**src/rtl/alu_data_port_if.sv**
```systemverilog
// Bundled handshake and ALU-side signals for the byte-to-serial data port.
// The slave view belongs to the port; the master view belongs to whoever drives it.
interface alu_data_port_if #(
  parameter int REG_BITS = 8,
  parameter int NSHIFT   = 2
) ();
  logic                start;
  logic                pair;
  logic                need_input;
  logic                writeback;
  logic [REG_BITS-1:0] in_data;
  logic                in_valid;
  logic                in_ready;
  logic [REG_BITS-1:0] out_data;
  logic                out_valid;
  logic                out_ready;
  logic                active;
  logic [NSHIFT-1:0]   data_in1;
  logic [NSHIFT-1:0]   data_in2;
  logic [NSHIFT-1:0]   data_out;
  logic                busy;

  modport slave (
    input  start, pair, need_input, writeback,
    input  in_data, in_valid,
    output in_ready,
    output out_data, out_valid,
    input  out_ready,
    input  active, data_out,
    output data_in1, data_in2,
    output busy
  );

  modport master (
    output start, pair, need_input, writeback,
    output in_data, in_valid,
    input  in_ready,
    input  out_data, out_valid,
    output out_ready,
    output active, data_out,
    input  data_in1, data_in2,
    input  busy
  );
endinterface

```
**src/rtl/alu_data_port.sv**
```systemverilog
// Byte-wide to bit-serial bridge: loads operand bytes, streams them to the ALU
// NSHIFT bits per active step while capturing the result, then returns result bytes.
module alu_data_port #(
  parameter int REG_BITS = 8,
  parameter int NSHIFT   = 2
) (
  input  logic              clk,
  input  logic              rst_n,
  alu_data_port_if.slave    bus
);

  localparam int WORD         = 2 * REG_BITS;
  localparam int SINGLE_STEPS = REG_BITS / NSHIFT;
  localparam int PAIR_STEPS   = WORD / NSHIFT;
  localparam int SW           = $clog2(PAIR_STEPS + 1);

  typedef enum logic [1:0] {
    ST_IDLE,
    ST_LOAD,
    ST_STREAM,
    ST_DRAIN
  } state_t;

  state_t          state_reg, state_next;
  logic            pair_reg, pair_next;
  logic            wb_reg, wb_next;
  logic            bcnt_reg, bcnt_next;
  logic [SW-1:0]   step_reg, step_next;
  logic [WORD-1:0] opnd_reg, opnd_next;
  logic [WORD-1:0] res_reg, res_next;
  logic [WORD-1:0] opnd_loaded;
  logic [SW-1:0]   last_step;

  assign last_step = pair_reg ? SW'(PAIR_STEPS - 1) : SW'(SINGLE_STEPS - 1);

  // Operand word with the incoming byte dropped into slot bcnt.
  genvar gi;
  generate
    for (gi = 0; gi < 2; gi++) begin : g_slot
      assign opnd_loaded[gi*REG_BITS +: REG_BITS] =
        (bcnt_reg == 1'(gi)) ? bus.in_data : opnd_reg[gi*REG_BITS +: REG_BITS];
    end
  endgenerate

  always_ff @(posedge clk or negedge rst_n) begin
    if (!rst_n) begin
      state_reg <= ST_IDLE;
      pair_reg  <= 1'b0;
      wb_reg    <= 1'b0;
      bcnt_reg  <= 1'b0;
      step_reg  <= '0;
      opnd_reg  <= '0;
      res_reg   <= '0;
    end else begin
      state_reg <= state_next;
      pair_reg  <= pair_next;
      wb_reg    <= wb_next;
      bcnt_reg  <= bcnt_next;
      step_reg  <= step_next;
      opnd_reg  <= opnd_next;
      res_reg   <= res_next;
    end
  end

  always_comb begin
    state_next = state_reg;
    pair_next  = pair_reg;
    wb_next    = wb_reg;
    bcnt_next  = bcnt_reg;
    step_next  = step_reg;
    opnd_next  = opnd_reg;
    res_next   = res_reg;

    case (state_reg)
      ST_IDLE: begin
        if (bus.start) begin
          pair_next = bus.pair;
          wb_next   = bus.writeback;
          bcnt_next = 1'b0;
          step_next = '0;
          res_next  = '0;
          if (!bus.need_input) begin
            opnd_next = '0;
          end
          state_next = bus.need_input ? ST_LOAD : ST_STREAM;
        end
      end

      ST_LOAD: begin
        if (bus.in_valid) begin
          opnd_next = opnd_loaded;
          // Slot 0 is last for a single transfer, slot 1 for a pair.
          if (bcnt_reg == pair_reg) begin
            bcnt_next  = 1'b0;
            state_next = ST_STREAM;
          end else begin
            bcnt_next = bcnt_reg + 1'b1;
          end
        end
      end

      ST_STREAM: begin
        if (bus.active) begin
          opnd_next = {{NSHIFT{1'b0}}, opnd_reg[WORD-1:NSHIFT]};
          res_next  = {bus.data_out, res_reg[WORD-1:NSHIFT]};
          step_next = step_reg + 1'b1;
          if (step_reg == last_step) begin
            state_next = wb_reg ? ST_DRAIN : ST_IDLE;
          end
        end
      end

      ST_DRAIN: begin
        if (bus.out_ready) begin
          if (bcnt_reg == pair_reg) begin
            bcnt_next  = 1'b0;
            state_next = ST_IDLE;
          end else begin
            bcnt_next = bcnt_reg + 1'b1;
          end
        end
      end

      default: begin
        state_next = ST_IDLE;
      end
    endcase
  end

  // A single transfer's captured byte sits in the upper half of res.
  assign bus.out_data  = (pair_reg && !bcnt_reg) ? res_reg[REG_BITS-1:0]
                                                 : res_reg[WORD-1:REG_BITS];
  assign bus.in_ready  = (state_reg == ST_LOAD);
  assign bus.out_valid = (state_reg == ST_DRAIN);
  assign bus.busy      = (state_reg != ST_IDLE);
  assign bus.data_in1  = opnd_reg[NSHIFT-1:0];
  assign bus.data_in2  = opnd_reg[NSHIFT-1:0];

endmodule
```
**src/flat_wrapper.sv**
```systemverilog
// flat-port wrapper written by rule: the top's interface ports become plain ports
module alu_data_port_flat 
#(
  parameter int REG_BITS = 8,
  parameter int NSHIFT   = 2
)
  (clk, rst_n, bus_start, bus_pair, bus_need_input, bus_writeback, bus_in_data, bus_in_valid, bus_in_ready, bus_out_data, bus_out_valid, bus_out_ready, bus_active, bus_data_out, bus_data_in1, bus_data_in2, bus_busy);
  alu_data_port_if #(.REG_BITS(REG_BITS), .NSHIFT(NSHIFT)) bus_i ();
  input  logic clk;
  input  logic rst_n;
  input wire logic [$bits(bus_i.start)-1:0] bus_start;
  input wire logic [$bits(bus_i.pair)-1:0] bus_pair;
  input wire logic [$bits(bus_i.need_input)-1:0] bus_need_input;
  input wire logic [$bits(bus_i.writeback)-1:0] bus_writeback;
  input wire logic [$bits(bus_i.in_data)-1:0] bus_in_data;
  input wire logic [$bits(bus_i.in_valid)-1:0] bus_in_valid;
  output wire logic [$bits(bus_i.in_ready)-1:0] bus_in_ready;
  output wire logic [$bits(bus_i.out_data)-1:0] bus_out_data;
  output wire logic [$bits(bus_i.out_valid)-1:0] bus_out_valid;
  input wire logic [$bits(bus_i.out_ready)-1:0] bus_out_ready;
  input wire logic [$bits(bus_i.active)-1:0] bus_active;
  input wire logic [$bits(bus_i.data_out)-1:0] bus_data_out;
  output wire logic [$bits(bus_i.data_in1)-1:0] bus_data_in1;
  output wire logic [$bits(bus_i.data_in2)-1:0] bus_data_in2;
  output wire logic [$bits(bus_i.busy)-1:0] bus_busy;
  assign bus_i.start = bus_start;
  assign bus_i.pair = bus_pair;
  assign bus_i.need_input = bus_need_input;
  assign bus_i.writeback = bus_writeback;
  assign bus_i.in_data = bus_in_data;
  assign bus_i.in_valid = bus_in_valid;
  assign bus_in_ready = bus_i.in_ready;
  assign bus_out_data = bus_i.out_data;
  assign bus_out_valid = bus_i.out_valid;
  assign bus_i.out_ready = bus_out_ready;
  assign bus_i.active = bus_active;
  assign bus_i.data_out = bus_data_out;
  assign bus_data_in1 = bus_i.data_in1;
  assign bus_data_in2 = bus_i.data_in2;
  assign bus_busy = bus_i.busy;
  alu_data_port #(.REG_BITS(REG_BITS), .NSHIFT(NSHIFT)) u_core (.clk(clk), .rst_n(rst_n), .bus(bus_i));
endmodule
```
**config.mk**
```make
export PLATFORM = sky130hd
export DESIGN_NAME = alu_data_port_flat
export DESIGN_NICKNAME = d
export VERILOG_FILES = /design/src/rtl/alu_data_port_if.sv /design/src/rtl/alu_data_port.sv /design/src/flat_wrapper.sv
export SDC_FILE = /design/constraint.sdc
export NUM_CORES = 1
export LEC_CHECK = 0
export ABC_AREA = 1
export CORE_AREA = 4 4 71 73
export CTS_BUF_LIST = sky130_fd_sc_hd__clkbuf_2 sky130_fd_sc_hd__clkbuf_4 sky130_fd_sc_hd__clkbuf_8
export CTS_CLUSTER_DIAMETER = 120
export DETAILED_ROUTE_END_ITERATION = 8
export DIE_AREA = 0 0 75 77
export PLACE_DENSITY = 0.84
export SETUP_SLACK_MARGIN = 0.05
export SYNTH_ARGS = -nofsm -noshare
export SYNTH_HDL_FRONTEND = slang
export SYNTH_SLANG_ARGS = --single-unit
```
**constraint.sdc**
```tcl
create_clock -name clk -period 1.7 [get_ports clk]
set_clock_uncertainty 0.15 [all_clocks]
set_input_delay 0.51 -clock clk [delete_from_list [all_inputs] [get_ports clk]]
set_output_delay 0.51 -clock clk [all_outputs]
set_load 0.05 [all_outputs]
```
==> results of run 1 <==
[power breakdown]
group | total [mW] | internal (mW) | switching, mW
Combinational | 5.28 | 2.27 | 3.01
Sequential | 1.54 | 1.29 | 0.254
Clock | 0.801 | 0.427 | 0.374
Total | 7.63 | 3.99 | 3.64
[Yosys cell counts, drive strengths merged]
master / count
a21oi: 17
buf: 11
clkbuf: 2
dfrtp: 41
ha: 6
inv: 30
mux2: 1
mux2i: 1
nand2: 97
nand3: 21
nand3b: 2
nand4: 3
nor2: 7
o211ai: 1
o21ai: 16
o21bai: 2
o22ai: 12
[final cells by class]
cell class	count	area [um^2]
clock buffer	5	68.8
clock inverter	2	35.0
fill	193	606
inverter	30	131
multi-input combinational	186	1450
sequential	41	1030
tap	52	65.1
timing repair buffer	78	971
[critical path, delay by kind of cell, from the launching register on]
| kind | cells | cell delay, ns |
|---|---|---|
| compound gates | 1 | 0.16 |
| fa+ha+maj | 1 | 0.25 |
| buf+inv | 2 | 0.31 |
| flops | 1 | 0.42 |
[worst paths after layout]
path | to | depth (start not counted) | from | slack [ns]
worst max-delay path | bus_out_data[1] | 4 | u_core.pair_reg | -0.42
worst min-delay path | u_core.res_reg[10] | 2 | rst_n | 0.02
worst max register to register | u_core.opnd_reg[7] | 10 | u_core.state_reg[0] | -0.25
worst min register to register | u_core.opnd_reg[4] | 2 | u_core.opnd_reg[4] | 0.35
max in group asynchronous | u_core.opnd_reg[1] | 2 | rst_n | 1.17
min in group clk | u_core.opnd_reg[4] | 2 | u_core.opnd_reg[4] | 0.35
[logic make-up (layout without fill, tap and decap cells)]
kind of cell    count (synthesis)  in the layout  share of synthesized area (%)
buf+inv                        43            115                           8.83
simple gates                  130            130                           25.8
flops                          41             41                           48.3
fa+ha+maj                       6              6                           3.53
compound gates                 48             48                           12.5
mux                             2              2                           1.00
[routing by layer]
metal / track usage, % / vias up / wire (um)
met3: 6.93 / 42 / 571
met4: 18.3 / 0 / 442
met2: 39.3 / 151 / 4130
met1: 34.1 / 1155 / 3270
met5: 0 / - / 0
li1: - / 1008 / -
[repair_timing]
| item | 4_1_cts | 5_1_grt |
|---|---|---|
| pin swaps | 14 | 23 |
| buffers inserted | 14 | 5 |
| endpoints found under the setup margin | 49 | 51 |
| cloned | 1 | 1 |
| endpoints found under the hold margin | 0 | 0 |
| gates resized for setup | 62 | 69 |
==> impl_metrics.prom, run 1 <==
# TYPE chip_impl_metric gauge
chip_impl_info{name="run_status",value="finished, violations left"} 1
chip_impl_info{name="violated_checks",value="negative setup slack"} 1
chip_impl_metric{name="final_area",unit="mm^2"} 0.00375
chip_impl_metric{name="detailed_place.area",unit="mm^2"} 0.00297
chip_impl_metric{name="grt_usage",unit="%"} 26.9
chip_impl_info{name="start_kind",value="flip-flop"} 1
chip_impl_metric{name="globalRoute.totalOverflow",unit=""} 0
chip_impl_info{name="timing.critical_path.cells",value="ha_4, buf_4, o21ai_4, buf_12"} 1
chip_impl_metric{name="power.density",unit="mW/mm^2"} 2030
chip_impl_metric{name="grt_start_max_net_pins",unit=""} 42
chip_impl_info{name="post_synth_main_area_contributors",value="sky130_fd_sc_hd__dfrtp_1 (48%), sky130_fd_sc_hd__nand2_1 (17%), sky130_fd_sc_hd__nand3_1 (4.9%)"} 1
chip_impl_info{name="critical_path.slowest_cell",value="sky130_fd_sc_hd__dfrtp_1"} 1
chip_impl_metric{name="die_w",unit="um"} 75
chip_impl_metric{name="yosys.cell_types.count",unit=""} 23
chip_impl_metric{name="ys_seq_elements",unit=""} 41
chip_impl_metric{name="setup_viol",unit=""} 44
chip_impl_metric{name="route.detailed.vias_per_inst",unit=""} 5.98
chip_impl_metric{name="final_util",unit="%"} 86.1
chip_impl_metric{name="die_height",unit="um"} 77
chip_impl_metric{name="cts-hold-fix-buffers",unit=""} 0
chip_impl_info{name="cts_tree",value="yes"} 1
chip_impl_metric{name="initial_core_util",unit="%"} 48.8
chip_impl_metric{name="worst_slack_at_placement",unit="ns"} -0.407
chip_impl_metric{name="worst-endpoint-arrival",unit="ns"} 1.46
chip_impl_metric{name="first_global_vias",unit=""} 2395
chip_impl_metric{name="mappedNetlistNets",unit=""} 295
chip_impl_metric{name="worst_ir_drop_vdd",unit="mV"} 1.60
chip_impl_metric{name="first_pass_iters",unit=""} 6
chip_impl_metric{name="synth_area_per_cell",unit="um^2"} 7.87
chip_impl_metric{name="antenna_cells_inserted",unit=""} 0
chip_impl_metric{name="finish.cell_count_without_fillers",unit=""} 394
chip_impl_metric{name="mapped_cell_area",unit="mm^2"} 0.00213
chip_impl_metric{name="max_cap_viol_count",unit=""} 0
chip_impl_info{name="worstHoldPathType",value="in2async"} 1
chip_impl_metric{name="insertion_delay",unit="ns"} 0.31
chip_impl_metric{name="clkTransAtPathRegs",unit="ns"} 0.09
chip_impl_metric{name="power.static_leakage",unit="nW"} 1.68
chip_impl_metric{name="hpwlAfterDp",unit="um"} 3840
chip_impl_metric{name="num_cts_buffers",unit=""} 5
chip_impl_metric{name="hold_slack",unit="ns"} 0.0156
chip_impl_metric{name="worst_pin_slew",unit="ns"} 0.509
chip_impl_info{name="final_cell_mix",value="sky130_fd_sc_hd__nand2_1 (57), sky130_fd_sc_hd__dfrtp_1 (39), sky130_fd_sc_hd__nand2_2 (24), sky130_fd_sc_hd__buf_6 (24), sky130_fd_sc_hd__inv_1 (23)"} 1
chip_impl_metric{name="report.final.slew_viol_count",unit=""} 0
chip_impl_metric{name="drt_iter0_drc",unit=""} 285
chip_impl_metric{name="final_min_period_over_clock_period",unit="%"} 125
chip_impl_metric{name="antenna_found_initial",unit=""} 0
chip_impl_metric{name="final_hold_violations",unit=""} 0
chip_impl_info{name="timing_worst_setup_path_type",value="reg2out"} 1
chip_impl_metric{name="power",unit="mW"} 7.63
chip_impl_metric{name="yosysSeqAreaShare",unit="%"} 48.3
chip_impl_metric{name="fraction_of_layout_instances_using_a_drive_strength_above_1",unit="%"} 47.1
chip_impl_metric{name="port_buffers",unit=""} 33
chip_impl_metric{name="path_max_fanout",unit=""} 15
chip_impl_metric{name="core-area",unit="mm^2"} 0.00435
chip_impl_metric{name="synthesis.instances",unit=""} 270
chip_impl_metric{name="boundaryPins",unit=""} 34
chip_impl_info{name="crit_path_end_kind",value="output port"} 1
chip_impl_metric{name="row_count",unit=""} 24
chip_impl_metric{name="num-nets-final",unit=""} 367
chip_impl_metric{name="fin_ws",unit="ns"} -0.420
chip_impl_info{name="cts_root_buf",value="sky130_fd_sc_hd__clkbuf_8"} 1
chip_impl_metric{name="grt_first_pass_wirelength",unit="um"} 11800
chip_impl_metric{name="final_wirelength",unit="um"} 8420
chip_impl_metric{name="ant_nets",unit=""} 0
chip_impl_metric{name="post-synth-top-area-fraction",unit="%"} 48.3
chip_impl_metric{name="fp.dieArea",unit="mm^2"} 0.00578
chip_impl_metric{name="gp_congestion",unit=""} 0.863
chip_impl_metric{name="timing.setup.tns",unit="ns"} -7.88
chip_impl_metric{name="syn_to_final_growth",unit="%"} 76.3
chip_impl_info{name="rsz0062_at_grt",value="yes"} 1
chip_impl_metric{name="timing.final.crit_period",unit="ns"} 2.12
chip_impl_info{name="synth_top_cell_by_area",value="sky130_fd_sc_hd__dfrtp_1"} 1
chip_impl_metric{name="cts_sinks",unit=""} 41
chip_impl_metric{name="synth_warnings",unit=""} 0
chip_impl_metric{name="drt_drc_violations_left",unit=""} 0
chip_impl_metric{name="placed_cells",unit=""} 369
chip_impl_metric{name="maximum_clock_frequency",unit="MHz"} 472
chip_impl_metric{name="dr_total_vias",unit=""} 2356
chip_impl_metric{name="htree_num_levels",unit=""} 2
chip_impl_metric{name="avgRoutedWirePerCell",unit="um"} 21.4
chip_impl_metric{name="data_required_critical_path",unit="ns"} 1.04
chip_impl_info{name="mostFrequentLayoutCell",value="sky130_fd_sc_hd__nand2_1"} 1
chip_impl_metric{name="biggest_cell_delay_along_the_critical_path",unit="ns"} 0.42
chip_impl_metric{name="timing.max_slew.rel_slack",unit="%"} 66.0
chip_impl_metric{name="ctsLongestPathBuffers",unit=""} 2
Note: power is estimated with default switching activity, not from simulation.
==> run 2: changes to the inputs <==
Settings changed: TNS_END_PERCENT set to 30.
==> run 2 against run 1 <==
The run still ends with negative setup slack left; via count up 1.4%; clock-buffer cell count up 1; non-clock buffer count is the same; combinational power is 2% lower; clock power shrank 20%; cell area fell by 3.5%; wire length shrank 2.2%; cell count grew 0.25%; fmax down 1.5%; die area did not move.
==> impl_metrics.prom, run 2 (synthesis results as in run 1) <==
# TYPE chip_impl_metric gauge
chip_impl_info{name="run_status",value="finished, violations left"} 1
chip_impl_info{name="violated_checks",value="negative setup slack"} 1
chip_impl_metric{name="fraction_of_layout_instances_using_a_drive_strength_above_1",unit="%"} 39.9
chip_impl_info{name="worstHoldPathType",value="in2async"} 1
chip_impl_info{name="cts_tree",value="yes"} 1
chip_impl_metric{name="insertion_delay",unit="ns"} 0.31
chip_impl_info{name="final_cell_mix",value="sky130_fd_sc_hd__nand2_1 (68), sky130_fd_sc_hd__dfrtp_1 (41), sky130_fd_sc_hd__buf_12 (24)"} 1
chip_impl_metric{name="power.density",unit="mW/mm^2"} 2040
chip_impl_metric{name="cts_sinks",unit=""} 41
chip_impl_metric{name="initial_core_util",unit="%"} 48.8
chip_impl_metric{name="dr_total_vias",unit=""} 2389
chip_impl_metric{name="setup_viol",unit=""} 37
chip_impl_metric{name="final_hold_violations",unit=""} 0
chip_impl_metric{name="first_global_vias",unit=""} 2270
chip_impl_info{name="cts_root_buf",value="sky130_fd_sc_hd__clkbuf_8"} 1
chip_impl_metric{name="grt_usage",unit="%"} 25.2
chip_impl_info{name="timing_worst_setup_path_type",value="reg2out"} 1
chip_impl_metric{name="hpwlAfterDp",unit="um"} 4030
chip_impl_metric{name="fin_ws",unit="ns"} -0.453
chip_impl_metric{name="grt_first_pass_wirelength",unit="um"} 11100
chip_impl_metric{name="clkTransAtPathRegs",unit="ns"} 0.09
chip_impl_metric{name="max_cap_viol_count",unit=""} 0
chip_impl_metric{name="data_required_critical_path",unit="ns"} 1.04
chip_impl_metric{name="ant_nets",unit=""} 0
chip_impl_metric{name="drt_drc_violations_left",unit=""} 0
chip_impl_metric{name="final_min_period_over_clock_period",unit="%"} 127
chip_impl_metric{name="first_pass_iters",unit=""} 6
chip_impl_metric{name="boundaryPins",unit=""} 34
chip_impl_info{name="rsz0062_at_grt",value="yes"} 1
chip_impl_metric{name="avgRoutedWirePerCell",unit="um"} 20.8
chip_impl_metric{name="globalRoute.totalOverflow",unit=""} 0
chip_impl_metric{name="drt_iter0_drc",unit=""} 311
chip_impl_metric{name="num_cts_buffers",unit=""} 5
chip_impl_metric{name="report.final.slew_viol_count",unit=""} 0
chip_impl_metric{name="final_wirelength",unit="um"} 8230
chip_impl_info{name="start_kind",value="flip-flop"} 1
chip_impl_metric{name="worst-endpoint-arrival",unit="ns"} 1.49
chip_impl_metric{name="power",unit="mW"} 7.38
chip_impl_metric{name="timing.max_slew.rel_slack",unit="%"} 79.5
chip_impl_metric{name="timing.final.crit_period",unit="ns"} 2.15
chip_impl_metric{name="fp.dieArea",unit="mm^2"} 0.00578
chip_impl_metric{name="num-nets-final",unit=""} 367
chip_impl_metric{name="maximum_clock_frequency",unit="MHz"} 464
chip_impl_metric{name="antenna_found_initial",unit=""} 0
chip_impl_metric{name="worst_ir_drop_vdd",unit="mV"} 1.21
chip_impl_metric{name="power.static_leakage",unit="nW"} 1.68
chip_impl_metric{name="port_buffers",unit=""} 33
chip_impl_metric{name="detailed_place.area",unit="mm^2"} 0.00302
chip_impl_metric{name="htree_num_levels",unit=""} 2
chip_impl_metric{name="grt_start_max_net_pins",unit=""} 42
chip_impl_metric{name="ctsLongestPathBuffers",unit=""} 2
chip_impl_info{name="mostFrequentLayoutCell",value="sky130_fd_sc_hd__nand2_1"} 1
chip_impl_metric{name="gp_congestion",unit=""} 0.845
chip_impl_metric{name="core-area",unit="mm^2"} 0.00435
chip_impl_metric{name="row_count",unit=""} 24
chip_impl_info{name="crit_path_end_kind",value="output port"} 1
chip_impl_metric{name="antenna_cells_inserted",unit=""} 0
chip_impl_metric{name="worst_pin_slew",unit="ns"} 0.308
chip_impl_metric{name="die_w",unit="um"} 75
chip_impl_metric{name="syn_to_final_growth",unit="%"} 70.1
chip_impl_metric{name="final_area",unit="mm^2"} 0.00362
chip_impl_metric{name="route.detailed.vias_per_inst",unit=""} 6.05
chip_impl_metric{name="path_max_fanout",unit=""} 6
chip_impl_metric{name="die_height",unit="um"} 77
## run 2: cell count changes in the layout (fill, tap and decap cells not counted), sizes merged
cell    delta
bufinv     -1
clkinv     +1
buf        +1
## run 2: path summary, 6_finish.rpt
path / from / end / slack, ns / depth (start not counted)
worst max-delay path: u_core.bcnt_reg / bus_out_data[0] / -0.45 / 6
worst min-delay path: rst_n / u_core.opnd_reg[9] / 0.007 / 2
worst max register to register: u_core.state_reg[0] / u_core.opnd_reg[14] / -0.22 / 11
worst min register to register: u_core.opnd_reg[2] / u_core.opnd_reg[2] / 0.33 / 2
max in group asynchronous: rst_n / u_core.opnd_reg[1] / 1.17 / 2
min in group clk: u_core.opnd_reg[2] / u_core.opnd_reg[2] / 0.33 / 2
## run 2: power by group
group,internal (mW),switching (mW)
Combinational,2.32,2.86
Sequential,1.28,0.269
Clock,0.301,0.343
Total,3.91,3.47
## run 2: what timing repair did
item / CTS / global route
buffers inserted: 12 / 5
hold buffers: 0 / 0
gates resized for setup: 53 / 44
pin swaps: 11 / 22
setup endpoints to repair: 49 / 52
gates cloned: 1 / 0
## run 2: cell type report
cell class / count / area (um^2)
Tap cell: 52 / 65.1
Clock buffer: 6 / 76.3
Clock inverter: 2 / 10.0
Fill cell: 209 / 738
Sequential cell: 41 / 1030
Timing Repair Buffer: 78 / 1010
Inverter: 30 / 119
Multi-Input combinational cell: 186 / 1310
## run 2: stage by stage
step	std cells	TNS (ns)	utilization, %	hold WS, ns	worst slack (ns)
2_1_floorplan	270	-2.06	-	0.0644	-0.0940
6_report	395	-6.39	83.0	0.00720	-0.453
3_3_place_gp	371	-9.29	69.4	0.306	-0.266
4_1_cts	392	-5.40	78.4	0.0229	-0.390
3_5_place_dp	371	-10.91	69.4	0.310	-0.305
5_1_grt	395	-9.37	83.0	0.0262	-0.491
## run 2: worst max-delay path: stages (launching register included)
cell	delay, ns
sky130_fd_sc_hd__dfrtp_1	0.42
sky130_fd_sc_hd__inv_2	0.09
sky130_fd_sc_hd__ha_4	0.21
sky130_fd_sc_hd__buf_12	0.16
sky130_fd_sc_hd__nand2_4	0.07
sky130_fd_sc_hd__o21ai_4	0.07
sky130_fd_sc_hd__buf_12	0.15
## run 2: routing by layer
metal  track usage, %  vias to the layer above  routed length [um]
li1                 -                     1015                   -
met5                0                        -                   0
met3             4.71                       42                 630
met2             40.6                      180                4130
met1             32.1                     1152                3050
met4             11.4                        0                 413
==> patch 1, RTL diff (flow settings as in run 1) <==
Re-encode `state_t` (4 states) as Gray code, 2 bits wide.
--- a/src/rtl/alu_data_port.sv
+++ b/src/rtl/alu_data_port.sv
@@ -15,10 +15,10 @@
   localparam int SW           = $clog2(PAIR_STEPS + 1);
 
   typedef enum logic [1:0] {
-    ST_IDLE,
-    ST_LOAD,
-    ST_STREAM,
-    ST_DRAIN
+    ST_IDLE   = 2'b00,
+    ST_LOAD   = 2'b01,
+    ST_STREAM = 2'b11,
+    ST_DRAIN  = 2'b10
   } state_t;
 
   state_t          state_reg, state_next;
Formal check against the unedited RTL: same outputs for any inputs over 10 cycles, from zero or initial values and one cycle with rst_n low; not proved beyond that.
==> patch 1 against run 1 <==
  * Highest routed layer unchanged
  * Total power down 0.80%
  * Sequential cell count unchanged
  * Design area down 0.53%
  * Area after synthesis up 0.24%
  * Critical path type unchanged
  * Cell count down 0.76%
  * Core utilization down 0.46 points
  * Wire length down 5.8%
  * The run still ends with setup timing left
  * Worst setup slack better by 12 ps
==> patch 1: results (changes against run 1) <==
Outcome
  – Status: finished with violations
  – Failing checks: setup timing

Synth
  – Synth area leaders: dfrtp_1, nand2_1, o21ai_0, inv_1, nand3_1
  – Sequential fraction of the synthesis area: 0.482 (-0.00113)
  – Cell variety after synth: 24 (+4.3%)
  – Synth top area share: 0.482 (-0.00113)
  – Commonest cells in the netlist: nand2_1, dfrtp_1, inv_1
  – Syn_nets: 290 (-1.7%)
  – Syn Area/Cell: 8.04 um^2 (+2.1%)

Drt
  – First DRT Iteration DRCs: 292 (+2.5%)
  – Met1 WL: 3.00 mm (-8.3%)
  – Post-DR vias/cell: 5.99 (+0.25%)
  – Detail Route met3 WL: 540 um (-5.4%)
  – DR vias: 2344 (-0.51%)
  – Metal2 WL: 4.02 mm (-2.8%)
  – TritonRoute pass-1 iters: 5 (-1)

Setup path
  – Critical-path maximum fanout: 8 (-7)
  – R2r setup slk: -190 ps (+60 ps)
  – Worst reg2reg startpoint: u_core.state_reg[1]

Global routing
  – GR Util met2: 0.375 (-0.0174)
  – Pin count of the biggest net entering global routing: 22 (-48%)
  – Aggregate global-route resource usage: 0.228 (-0.0411)
  – Met1 GRT Util: 0.272 (-0.0685)
  – First-pass GRT wire length: 10.2 mm (-13%)
  – Vias in the first global route: 2195 (-8.4%)

Timing
  – Hold_ws: 4.08 ps (-11.6 ps)
  – Final setup TNS: -7520 ps (+362 ps)
  – Setup ws final: -408 ps (+12.4 ps)
  – Final setup viols: 45 (+2.3%)

Pwr
  – Combinational gate power: 5.39 mW (+2%)
  – Peak supply drop: 1300 uV (-19%)
  – Lkg Pwr: 1.71 nW (+1.9%)
  – Cell Int Power: 3.88 mW (-2.8%)

Finish
  – Final Util: 0.856 (-0.00460)
  – Total Nets Final: 363 (-1.1%)
  – Share of cells above drive strength 1: 0.496 (+0.0248)

Place
  – GPL Wtd Cong: 0.861 (-0.20%)
  – Port Buf Inserts: 33 (unchanged)
  – Area after DPL: 2970 um^2 (+0.17%)
  – Pre-CTS setup slack: -301 ps (+106 ps)
  – Hpwl dp: 3.67 mm (-4.4%)

Clocking
  – Maximum root-to-sink buffer count: 2 (unchanged)
patch 1: cell types whose count changed in the layout (fill, tap and decap cells not counted), moves of 2 or more:
cell / run 1 / this run
o21ai_1: 4 / 15
nand2_1: 57 / 45
nand3b_1: 2 / 0
nand2_8: 0 / 6
inv_1: 23 / 28
inv_4: 3 / 5
a21oi_1: 14 / 1
o21ai_2: 2 / 5
buf_4: 16 / 21
buf_6: 24 / 18
o22ai_2: 7 / 11
nor2_4: 5 / 3
o22ai_4: 4 / 1
patch 1: logic make-up (layout without fill, tap and decap cells):
logic type | Yosys count | after routing | synth area share
AOI/OAI and AO/OA | 48 | 48 | 0.129
adders and majority gates | 6 | 6 | 0.0352
muxes | 2 | 2 | 0.00998
buffers and inverters | 50 | 123 | 0.107
DFF | 41 | 41 | 0.482
and+or+nand+nor | 118 | 119 | 0.238
patch 1: timing repair:
item / in CTS / in global routing
gates resized for setup: 51 / 85
pin swaps: 11 / 26
setup endpoints to repair: 39 / 50
buffers inserted: 13 / 9
gates cloned: 1 / 0
patch 1: how the worst max path moves through the flow:
stage | startpoint | slack (ps) | cells after the start | endpoint
floorplan | u_core.pair_reg | -100 | 3 | bus_out_data[2]
global placement | bus_start | -250 | 8 | u_core.opnd_reg[7]
detailed placement | bus_start | -300 | 8 | u_core.state_reg[0]
CTS | u_core.bcnt_reg | -360 | 6 | bus_out_data[4]
global route | u_core.bcnt_reg | -450 | 6 | bus_out_data[4]
finish | u_core.bcnt_reg | -410 | 6 | bus_out_data[4]
patch 1: area by class of cell:
| type | count | share of cell area |
|---|---|---|
| clock buffers | 5 | 0.0185 |
| clock inverters | 3 | 0.00470 |
| inverters | 38 | 0.0440 |
| multi-input cells | 175 | 0.390 |
| flip-flops and latches | 41 | 0.276 |
| well taps | 52 | 0.0174 |
| repair buffers | 77 | 0.250 |
==> patch 2, RTL diff (settings of run 1) <==
Without the edit above. `res_reg` no longer has a reset.
--- a/src/rtl/alu_data_port.sv
+++ b/src/rtl/alu_data_port.sv
@@ -50,7 +50,6 @@
       bcnt_reg  <= 1'b0;
       step_reg  <= '0;
       opnd_reg  <= '0;
-      res_reg   <= '0;
     end else begin
       state_reg <= state_next;
       pair_reg  <= pair_next;
@@ -58,8 +57,11 @@
       bcnt_reg  <= bcnt_next;
       step_reg  <= step_next;
       opnd_reg  <= opnd_next;
-      res_reg   <= res_next;
     end
+  end
+
+  always_ff @(posedge clk) begin
+    res_reg <= res_next;
   end
 
   always_comb begin
Function: differs if rst_n is asserted again (counterexample within 4 cycles, from zero or initial values and one cycle with rst_n low); with rst_n held inactive, the same outputs for 10 cycles.
==> patch 2 against run 1 <==
  * Sequential share of layout area is 3.2 points higher
  * Wire length fell by 16%
  * Clock power fell by 19%
  * Combinational power rose by 10%
  * Core utilization shrank 3.3 points
  * Hold slack improved by 330 ps
  * Area after synthesis up 4.2%
  * Total power rose by 10%
  * The run still ends with setup timing left
  * Cell count up 1.0%
  * Design area decreased by 3.8%
  * Global-route usage fell by 7.1 points
  * Worst setup slack worse by 6.9 ps
  * Sequential cell count unchanged
  * Largest cell class unchanged
  * Non-clock buffer count shrank 5
==> patch 2: results (changes against run 1) <==
Global routing
  – Met1 GRT Util: 0.237 (-0.104)
  – Pin count of the biggest net entering global routing: 26 (-38%)
  – Vias in the first global route: 1968 (-18%)
  – Aggregate global-route resource usage: 0.198 (-0.0711)

Setup path
  – Crit. Startpoint: u_core.bcnt_reg
  – Reg2reg end: u_core.res_reg[7]
  – Critical-path maximum fanout: 6 (-9)

Synth
  – Synthesized instance count: 277 (+2.6%)
  – Asr flop ratio synth: 0.610 (-0.390)
  – Post-synth EDFFs: 16 (+16)
  – Commonest cells in the netlist: nand2_1, inv_1, dfrtp_1
  – Sequential fraction of the synthesis area: 0.499 (+0.0168)
  – Cell variety after synth: 26 (+13%)
  – Synth area leaders: dfrtp_1, edfxtp_1, nand2_1, inv_1, nand3_1
  – Area share of fa/ha/maj cells after synthesis: 0.0339 (-0.00142)

Timing
  – Hold_ws: 345 ps (+329 ps)
  – Setup ws final: -427 ps (-6.94 ps)
  – Final setup viols: 54 (+23%)

Outcome
  – Status: finished with violations
  – Failing checks: setup timing

Drt
  – Routed wire length: 7.08 mm (-16%)

Pwr
  – Peak supply drop: 1530 uV (-4.5%)

Finish
  – Share of cells above drive strength 1: 0.431 (-0.0401)
  – Layout fillers: 211 (+9.3%)
  – Total Nets Final: 370 (+0.82%)

Place
  – Pre-CTS setup slack: -302 ps (+105 ps)
-- patch 2: cell count changes in the layout (fill, tap and decap cells not counted), sizes merged, moves of 2 or more --
cell,run 1,this run
buf,60,54
dfrtp,41,25
edfxtp,0,16
inv,29,32
nand2,97,127
nand3,21,19
o21ai,16,5
o22ai,12,0
-- patch 2: power by group --
group / switching, mW / leakage (nW) / internal [mW]
logic: 3.24 / 1.21 / 2.57
clock network: 0.349 / 0.0484 / 0.301
registers: 0.383 / 0.497 / 1.57
total: 3.98 / 1.76 / 4.44
-- patch 2: repair_timing --
action                     CTS  global route
pin swaps                    6            23
setup buffers                9             7
setup endpoints to repair   46            52
gates cloned                 1             1
resized for setup           45            74
-- patch 2: cell type report --
class                      instances  share of cell area
timing repair inverter             1             0.00208
clock inverter                     2             0.00278
multi-input combinational        190               0.355
clock buffer                       6              0.0212
timing repair buffer              73               0.252
sequential                        41               0.307
inverter                          33              0.0416
tap                               52              0.0180
